--- src/rtl/m_trans_pkg.sv ---
// m_trans_pkg: shared digit encodings, default LUT, FSM states and chunk arithmetic for the M-transform stream
package m_trans_pkg;
    typedef logic [1:0] digit_t;
    localparam digit_t Q_0 = 2'b00;
    localparam digit_t Q_H = 2'b01;
    localparam digit_t Q_1 = 2'b10;
    localparam digit_t Q_X = 2'b11;
    // entry {a,b} sits at bits [2*idx+1:2*idx]; listed here from idx 15 down to idx 0
    localparam logic [31:0] LUT_RST_DEF = {
        Q_H, Q_H, Q_H, Q_H,
        Q_H, Q_1, Q_H, Q_0,
        Q_H, Q_H, Q_H, Q_H,
        Q_H, Q_0, Q_H, Q_1
    };
    typedef enum logic [1:0] {S_IDLE = 2'd0, S_BUSY = 2'd1, S_DONE = 2'd2} state_e;
    function automatic int nchunk(input int p, input int l);
        return (p + l - 1) / l;
    endfunction
endpackage

--- src/rtl/m_trans_if.sv ---
// m_trans_if: job handshake, result and LUT configuration bundle for m_trans_stream
interface m_trans_if
    import m_trans_pkg::*;
#(
    parameter int P = 33
);
    logic           in_valid;
    logic           in_ready;
    logic           mode_i;
    logic [2*P-1:0] a_i;
    digit_t         b_i;
    logic [2*P-1:0] bv_i;
    logic           out_valid;
    logic           out_ready;
    logic [2*P-1:0] m_o;
    logic           cfg_we;
    logic [3:0]     cfg_idx;
    digit_t         cfg_val;
    logic           cfg_rej;
    modport master (
        output in_valid, mode_i, a_i, b_i, bv_i, out_ready, cfg_we, cfg_idx, cfg_val,
        input  in_ready, out_valid, m_o, cfg_rej
    );
    modport slave (
        input  in_valid, mode_i, a_i, b_i, bv_i, out_ready, cfg_we, cfg_idx, cfg_val,
        output in_ready, out_valid, m_o, cfg_rej
    );
endinterface

--- src/rtl/m_trans_lane.sv ---
// m_trans_lane: one digit pair looked up in the 16-entry M-transform LUT
module m_trans_lane
    import m_trans_pkg::*;
(
    input  digit_t      a,
    input  digit_t      b,
    input  logic [31:0] lut,
    output digit_t      m
);
    assign m = lut[{a, b, 1'b0} +: 2];
endmodule

--- src/rtl/m_trans_stream.sv ---
// m_trans_stream: maps a P-digit operand through a programmable LUT, L digits per cycle
module m_trans_stream
    import m_trans_pkg::*;
#(
    parameter int          P       = 33,
    parameter int          L       = 4,
    parameter logic [31:0] LUT_RST = LUT_RST_DEF
) (
    input logic      clk,
    input logic      rst_n,
    m_trans_if.slave bus
);
    localparam int NCHUNK = nchunk(P, L);
    localparam int CW = NCHUNK > 1 ? $clog2(NCHUNK) : 1;
    localparam logic [1:0] IDLE = 2'(S_IDLE);
    localparam logic [1:0] BUSY = 2'(S_BUSY);
    localparam logic [1:0] DONE = 2'(S_DONE);
    logic [1:0]            state;
    logic [CW-1:0]         cnt;
    logic [2*P-1:0]        a_sr;
    logic [2*P-1:0]        b_sr;
    logic [2*P-1:0]        m_r;
    logic [31:0]           lut;
    logic                  cfg_rej;
    logic [L-1:0][1:0]     lane_m;
    logic                  last;
    assign last          = cnt == CW'(NCHUNK - 1);
    assign bus.in_ready  = state == IDLE;
    assign bus.out_valid = state == DONE;
    assign bus.m_o       = m_r;
    assign bus.cfg_rej   = cfg_rej;
    for (genvar j = 0; j < L; j++) begin : g_lane
        m_trans_lane u_lane (
            .a   (a_sr[2*j +: 2]),
            .b   (b_sr[2*j +: 2]),
            .lut (lut),
            .m   (lane_m[j])
        );
    end
    always_ff @(posedge clk) begin
        if (!rst_n) begin
            state   <= IDLE;
            cnt     <= '0;
            a_sr    <= '0;
            b_sr    <= '0;
            m_r     <= '0;
            lut     <= LUT_RST;
            cfg_rej <= 1'b0;
        end else begin
            cfg_rej <= bus.cfg_we && state != IDLE;
            // LUT only changes in IDLE, so a job never sees it move under it
            if (bus.cfg_we && state == IDLE)
                lut[{bus.cfg_idx, 1'b0} +: 2] <= bus.cfg_val;
            if (state == IDLE && bus.in_valid) begin
                state <= BUSY;
                cnt   <= '0;
                a_sr  <= bus.a_i;
                b_sr  <= bus.mode_i ? bus.bv_i : {P{bus.b_i}};
            end else if (state == BUSY) begin
                for (int j = 0; j < L; j++)
                    if (int'(cnt) * L + j < P)
                        m_r[2*(int'(cnt) * L + j) +: 2] <= lane_m[j];
                a_sr  <= a_sr >> (2 * L);
                b_sr  <= b_sr >> (2 * L);
                cnt   <= cnt + CW'(1);
                state <= last ? DONE : BUSY;
            end else if (state == DONE && bus.out_ready) begin
                state <= IDLE;
            end
        end
    end
endmodule
--- src/flat_wrapper.sv ---
// flat-port wrapper written by rule: the top's interface ports become plain ports
module m_trans_stream_flat import m_trans_pkg::*;
#(
    parameter int          P       = 33,
    parameter int          L       = 4,
    parameter logic [31:0] LUT_RST = LUT_RST_DEF
)
  (clk, rst_n, bus_in_valid, bus_mode_i, bus_a_i, bus_b_i, bus_bv_i, bus_out_ready, bus_cfg_we, bus_cfg_idx, bus_cfg_val, bus_in_ready, bus_out_valid, bus_m_o, bus_cfg_rej);
  m_trans_if #(.P(P)) bus_i ();
  input logic clk;
  input logic rst_n;
  input wire logic [$bits(bus_i.in_valid)-1:0] bus_in_valid;
  input wire logic [$bits(bus_i.mode_i)-1:0] bus_mode_i;
  input wire logic [$bits(bus_i.a_i)-1:0] bus_a_i;
  input wire logic [$bits(bus_i.b_i)-1:0] bus_b_i;
  input wire logic [$bits(bus_i.bv_i)-1:0] bus_bv_i;
  input wire logic [$bits(bus_i.out_ready)-1:0] bus_out_ready;
  input wire logic [$bits(bus_i.cfg_we)-1:0] bus_cfg_we;
  input wire logic [$bits(bus_i.cfg_idx)-1:0] bus_cfg_idx;
  input wire logic [$bits(bus_i.cfg_val)-1:0] bus_cfg_val;
  output wire logic [$bits(bus_i.in_ready)-1:0] bus_in_ready;
  output wire logic [$bits(bus_i.out_valid)-1:0] bus_out_valid;
  output wire logic [$bits(bus_i.m_o)-1:0] bus_m_o;
  output wire logic [$bits(bus_i.cfg_rej)-1:0] bus_cfg_rej;
  assign bus_i.in_valid = bus_in_valid;
  assign bus_i.mode_i = bus_mode_i;
  assign bus_i.a_i = bus_a_i;
  assign bus_i.b_i = bus_b_i;
  assign bus_i.bv_i = bus_bv_i;
  assign bus_i.out_ready = bus_out_ready;
  assign bus_i.cfg_we = bus_cfg_we;
  assign bus_i.cfg_idx = bus_cfg_idx;
  assign bus_i.cfg_val = bus_cfg_val;
  assign bus_in_ready = bus_i.in_ready;
  assign bus_out_valid = bus_i.out_valid;
  assign bus_m_o = bus_i.m_o;
  assign bus_cfg_rej = bus_i.cfg_rej;
  m_trans_stream #(.P(P), .L(L), .LUT_RST(LUT_RST)) u_core (.clk(clk), .rst_n(rst_n), .bus(bus_i));
endmodule
--- config.mk ---
export PLATFORM = sky130hd
export DESIGN_NAME = m_trans_stream_flat
export DESIGN_NICKNAME = d
export VERILOG_FILES = /design/src/rtl/m_trans_pkg.sv /design/src/rtl/m_trans_if.sv /design/src/rtl/m_trans_lane.sv /design/src/rtl/m_trans_stream.sv /design/src/flat_wrapper.sv
export SDC_FILE = /design/constraint.sdc
export NUM_CORES = 1
export LEC_CHECK = 0
export ABC_AREA = 1
export CORE_MARGIN = 2
export CORE_UTILIZATION = 31
export CTS_CLUSTER_SIZE = 25
export DETAILED_ROUTE_END_ITERATION = 10
export HOLD_SLACK_MARGIN = 0.1
export PLACE_DENSITY = 0.54
export SYNTH_ARGS = -nofsm -noshare
export SYNTH_HDL_FRONTEND = slang
export SYNTH_SLANG_ARGS = --single-unit
--- constraint.sdc ---
create_clock -name clk -period 6.4 [get_ports clk]
set_clock_uncertainty 0.1 [all_clocks]
set_input_delay 1.28 -clock clk [delete_from_list [all_inputs] [get_ports clk]]
set_output_delay 1.28 -clock clk [all_outputs]
set_load 0.02 [all_outputs]
# Word-level counts from Yosys, hierarchy flattened
# Cells that the tools add are included.
[op_classes]
n_eq_ne = 3
shifts = 14
n_lt_le_gt_ge = 4
addsub = 9
n_mux = 27
n_bitwise = 2
n_reduce_logical = 11
[op_table]
columns = ["op", "n"]
rows = [
  ["$mux W66", 18],
  ["$bwmux W66", 4],
  ["$shift A2 B33 Y66 const A", 4],
  ["$shiftx A2 B33 Y66", 4],
  ["$shiftx A32 B6 Y2", 4],
  ["$neg A32 Y33", 3],
  ["$lt A32 B7 Y1 const B", 3],
  ["$neg A7 Y33", 1],
  ["$bwmux W32", 1],
  ["$shift A2 B7 Y32 const A", 1],
  ["$shiftx A2 B7 Y32", 1],
  ["$add A6 B2 Y7 const B", 2],
  ["$add A6 B1 Y7 const B", 1],
  ["$neg A5 Y7", 1],
  ["$lt A6 B6 Y1 const B", 1],
  ["$mux W2", 3],
  ["$reduce_bool A2 Y1", 3],
  ["$add A4 B1 Y4 const B", 1],
  ["$eq A4 B4 Y1 const B", 1],
  ["$logic_and A1 B1 Y1", 4],
  ["$reduce_bool A3 Y1", 1],
  ["$eq A2 B1 Y1 const B", 1],
  ["$eq A2 B2 Y1 const B", 1],
  ["$logic_not A2 Y1", 1],
  ["4 further kinds", 5],
]
[word_totals]
elab_cells = 78
reg_bits = 237
output_inout_bits = 69

# Logic depth before layout (Yosys ltp)
[depth]
word_depth = 19
mapped_depth = 11
mapped_depth_nobuf = 10

# Hierarchy
# From an unflattened synthesis, not the netlist that was laid out.
[hier_totals]
hier_cells = 1981
area_unflattened_um2 = 12608.3
[modules_own_cells]
columns = ["module", "n_inst", "area_per_inst_um2", "cells_each"]
rows = [
  ["m_trans_stream", 1, 10926.7, 1589],
  ["m_trans_lane", 4, 420.4, 98],
]

# Worst setup path after synthesis
# Ideal clock, no wire load.
[synth_timing]
path_kind = "input port to flip-flop"
startpoint = "in bus_cfg_idx[0]"
endpoint = "reg u_core.lut[9]"
path_stages = 7
arrival_ns = 2.570
setup_ns = 0.058
setup_slack_ns = 3.672
required_ns = 6.242
path_buffers = 0
path_cell_list = "inv_2 ha_1 xnor2_2 nand4_1 or2_1 a21oi_1 o21a_1"
[synth_via]
elab_chain_len = 3
[synth_lines]
columns = ["item", "line_no", "text"]
rows = [
  ["start, declared", "flat_wrapper.sv:19", "input wire logic [$bits(bus_i.cfg_idx)-1:0] bus_cfg_idx;"],
  ["$neg A5 Y7 (*)", "m_trans_stream.sv:53", "lut[{bus.cfg_idx, 1'b0} +: 2] <= bus.cfg_val;"],
  ["$shiftx A2 B7 Y32 / $shift A2 B7 Y32 (equally long branches)", "m_trans_stream.sv:53", ""],
  ["$bwmux W32 (*)", "m_trans_stream.sv:53", ""],
  ["end signal, assigned by index", "m_trans_stream.sv:53", ""],
  ["end, declared", "m_trans_stream.sv:23", "logic [31:0] lut;"],
]
# Every way passes the cells marked *; elsewhere a longest branch is shown, timed or not.
# A chain may end at the register's enable or synchronous reset.

# Worst setup path after layout
[layout_timing]
startpoint = "in bus_in_valid"
endpoint = "reg u_core.a_sr[38]"
[layout_via]
elab_chain_len = 2
[layout_lines]
columns = ["item", "line_no", "text"]
rows = [
  ["start, declared", "flat_wrapper.sv:12", "input wire logic [$bits(bus_i.in_valid)-1:0] bus_in_valid;"],
  ["$logic_and A1 B1 Y1 (*)", "m_trans_stream.sv:54", "if (state == IDLE && bus.in_valid) begin"],
  ["$mux W66 / $reduce_bool A2 Y1 (equally long branches)", "--", ""],
  ["end signal, assigned", "m_trans_stream.sv:57", "a_sr <= bus.a_i;"],
  ["end signal, assigned", "m_trans_stream.sv:63", "a_sr <= a_sr >> (2 * L);"],
  ["end, declared", "m_trans_stream.sv:20", "logic [2*P-1:0] a_sr;"],
]
# Marked as above.

==> results_dict.tcl <==
set metrics [dict create \
    tightest_slew_ns 1.130 \
    startpoint "bus_in_valid" \
    ys_warn_count 0 \
    crit_required_ns 6.75 \
    max_freq_mhz 271.8 \
    startpoint_type "input pin" \
    synth_cells 1726 \
    synth.distinct_cells 31 \
    fin_setup_tns_ns 0 \
    antenna_found_initial 9 \
    drc 0 \
    holdPathStages 2 \
    post_cts_resized 0 \
    core_area_sq_um 37670 \
    syn_nets 1886 \
    ir_drop_uv 177.7 \
    cts_buffers 28 \
    num_vias 11800 \
    grt_first_pass_wirelength_mm 61.42 \
    grt_overflow_total 0 \
    drv_cap 0 \
    synth_area_sq_um 11850 \
    min_period_over_period 0.5749 \
    nets 2022 \
    reg2reg_to "u_core.a_sr[38]" \
    cts.sinks 237 \
    hold_violations 0 \
    die_w_um 199.5 \
    ys_seq_elements 237 \
    status "finished, final reports clean" \
    ant_nets 0 \
    dp_hpwl_mm 27.08 \
    ioPinCount 215 \
    hp-class "flop to flop" \
    grt_use_total 0.1927 \
    clk-insertion-delay-late_ns 0.55 \
    place.gp.congestion 0.8723 \
    dp_slack_ns 2.182 \
    fin_crit_ns 3.679 \
    die_h_um 199.5 \
    r2r-start "u_core.state[0]" \
    path_clk_slew_ns 0.06 \
    drive_gt1_frac 0.04204 \
    leakagePower_nw 6.421 \
    hp-start "u_core.b_sr[61]" \
    synth-seq-area-share 0.4003 \
    detail_route.vias_per_cell 4.926 \
    regToRegSetupSlack_ns 3.15 \
    worstPathArrival_ns 4.03 \
    grt_max_degree 110 \
    cts_tree "built" \
    first_pass_iters 5 \
    io_buffers 214 \
    wire_per_inst_um 16.23 \
    critPathKind "input pin to flop" \
    cts.path.max_buffers 3 \
    cts-root-buf "clkbuf_16" \
    post_cts_buffers 0 \
    hold_buffers 0 \
    finalSetupViolations 0 \
    cts_max_level 1 \
    maxSlewHeadroom 0.2468 \
    rows 71 \
    grt_pass1_vias 11230 \
    cp-end-kind "flop" \
    synth_area_per_cell_sq_um 6.868 \
    start_util 0.3147 \
    finalMaxSlewViolations 0 \
    power.density_nw_per_um2 251.6 \
    drt-total-wl_mm 38.89 \
    rsz0062_at_grt "no" \
    die_area_sq_um 39820 \
    cp_max_fo 86 \
    timing.final.ws_setup_ns 2.721 \
    whs_endpoint "u_core.b_sr[61]" \
    reg2reg_depth 9 \
    drt_iter0_drc 817 \
    syn_to_final_growth_pct 27.20 \
]
## critical path: stages
cell             delay [ns]
clkdlybuf4s50_1        0.46
nand2_1                0.10
nor2_4                 0.19
nor2_4                 0.04
buf_4                  0.31
inv_4                  0.71
buf_4                  0.55
nand3_1                0.15
o211ai_1               0.12
inv_1                  0.05
## final cells by class
class	instances	area (sq um)
Fill cell	3995	22590
Clock inverter	8	76.32
Timing Repair Buffer	222	2195
Clock buffer	39	792.0
Multi-Input combinational cell	1156	5797
Tap cell	511	639.4
Antenna cell	6	15.01
Sequential cell	237	4745
Inverter	217	819.5
## flip-flops by register name, summed over array words and instances (netlist names)
signal              cells
u_core.a_sr            66
u_core.b_sr            66
u_core.bus.m_o         66
u_core.lut             32
u_core.cnt              4
u_core.state            2
u_core.bus.cfg_rej      1
## metrics by stage
stage	cell area [sq um]	instances	power, mW	utilization	hold WS, ns
floorplan	11850	1726	2.054	-	0.3410
global placement	14190	2343	2.287	0.3769	0.3499
detailed placement	14190	2343	2.294	0.3769	0.3546
CTS	15060	2390	3.834	0.3999	0.3620
global route	15070	2392	3.981	0.4000	0.3736
finish	15080	2396	3.793	0.4003	0.3637
## cell usage in the layout, fill, tap and decap left out, types with 2 or more instances in the layout
cell type | netlist | final
ha_1 | 14 | 14
clkinv_1 | 4 | 3
o21ai_0 | 125 | 125
nand4_1 | 11 | 11
clkbuf_16 | 0 | 28
inv_2 | 7 | 8
nor2_4 | 4 | 5
nor3_2 | 2 | 2
nor2_1 | 83 | 83
nand2_1 | 373 | 373
clkinv_2 | 0 | 6
a211oi_1 | 12 | 12
nor3_1 | 6 | 6
inv_4 | 0 | 2
inv_1 | 206 | 204
nor4_2 | 2 | 2
o211ai_1 | 135 | 135
nor2_2 | 4 | 3
nand3_1 | 161 | 161
clkdlybuf4s50_1 | 0 | 212
buf_4 | 2 | 9
clkbuf_1 | 54 | 6
diode_2 | 0 | 6
a21oi_1 | 212 | 212
clkbuf_8 | 0 | 5
dfxtp_1 | 237 | 237
nand2_2 | 4 | 4
## cell families after synthesis
kind of cell | share of synthesized area
simple gates | 0.2352
compound gates | 0.2373
buf+inv | 0.1111
flops | 0.4003
fa+ha+maj | 0.01478
xor+xnor | 0.001373
## routing by layer
metal	GRT usage	up-vias	share of wire	wire, um
met4	0.04554	8	0.020	782
met2	0.3074	284	0.45	17330
met3	0.04084	55	0.062	2403
li1	-	6063	-	-
met5	0	-	0.0014	54
met1	0.2651	5392	0.47	18320
## synthesized netlist by cell type
| cell | count | area [sq um] |
|---|---|---|
| nand2_1 | 373 | 1400 |
| dfxtp_1 | 237 | 4745 |
| a21oi_1 | 212 | 1061 |
| inv_1 | 206 | 773.2 |
| nand3_1 | 161 | 805.8 |
| o211ai_1 | 135 | 1013 |
| o21ai_0 | 125 | 625.6 |
| nor2_1 | 83 | 311.6 |
| clkbuf_1 | 54 | 202.7 |
| buf_2 | 48 | 240.2 |
| ha_1 | 14 | 175.2 |
| a211oi_1 | 12 | 90.09 |
| buf_1 | 12 | 45.04 |
| nand4_1 | 11 | 68.82 |
| inv_2 | 7 | 26.28 |
| nor3_1 | 6 | 30.03 |
| clkinv_1 | 4 | 15.01 |
| nand2_2 | 4 | 25.02 |
| nor2_2 | 4 | 25.02 |
| nor2_4 | 4 | 45.04 |
| buf_4 | 2 | 15.01 |
| nor3_2 | 2 | 20.02 |
| nor4_2 | 2 | 25.02 |
| a31oi_1 | 1 | 6.260 |
| and3_1 | 1 | 6.260 |
| nand4_2 | 1 | 12.51 |
| nor4_1 | 1 | 6.260 |
| o21a_1 | 1 | 7.510 |
| o311ai_0 | 1 | 8.760 |
| or2_1 | 1 | 6.260 |
| xnor2_2 | 1 | 16.27 |
## how the worst max path moves through the flow
| stage | to | slack, ns | cells past startpoint |
|---|---|---|---|
| 2_1_floorplan | u_core.lut[9] | 3.67 | 7 |
| 3_3_place_gp | u_core.a_sr[28] | 2.26 | 10 |
| 3_5_place_dp | u_core.a_sr[38] | 2.18 | 10 |
| 4_1_cts | u_core.a_sr[38] | 2.77 | 10 |
| 5_1_grt | u_core.a_sr[36] | 2.47 | 10 |
| 6_report | u_core.a_sr[38] | 2.72 | 10 |
## report_power, final
part / internal (mW) / total [mW] / switching, mW / leakage, nW
sequential: 1.57 / 1.64 / 0.0789 / 1.94
combinational: 0.247 / 0.619 / 0.373 / 4.05
clock: 0.894 / 1.53 / 0.635 / 0.433
(Power assumes the default switching activity.)
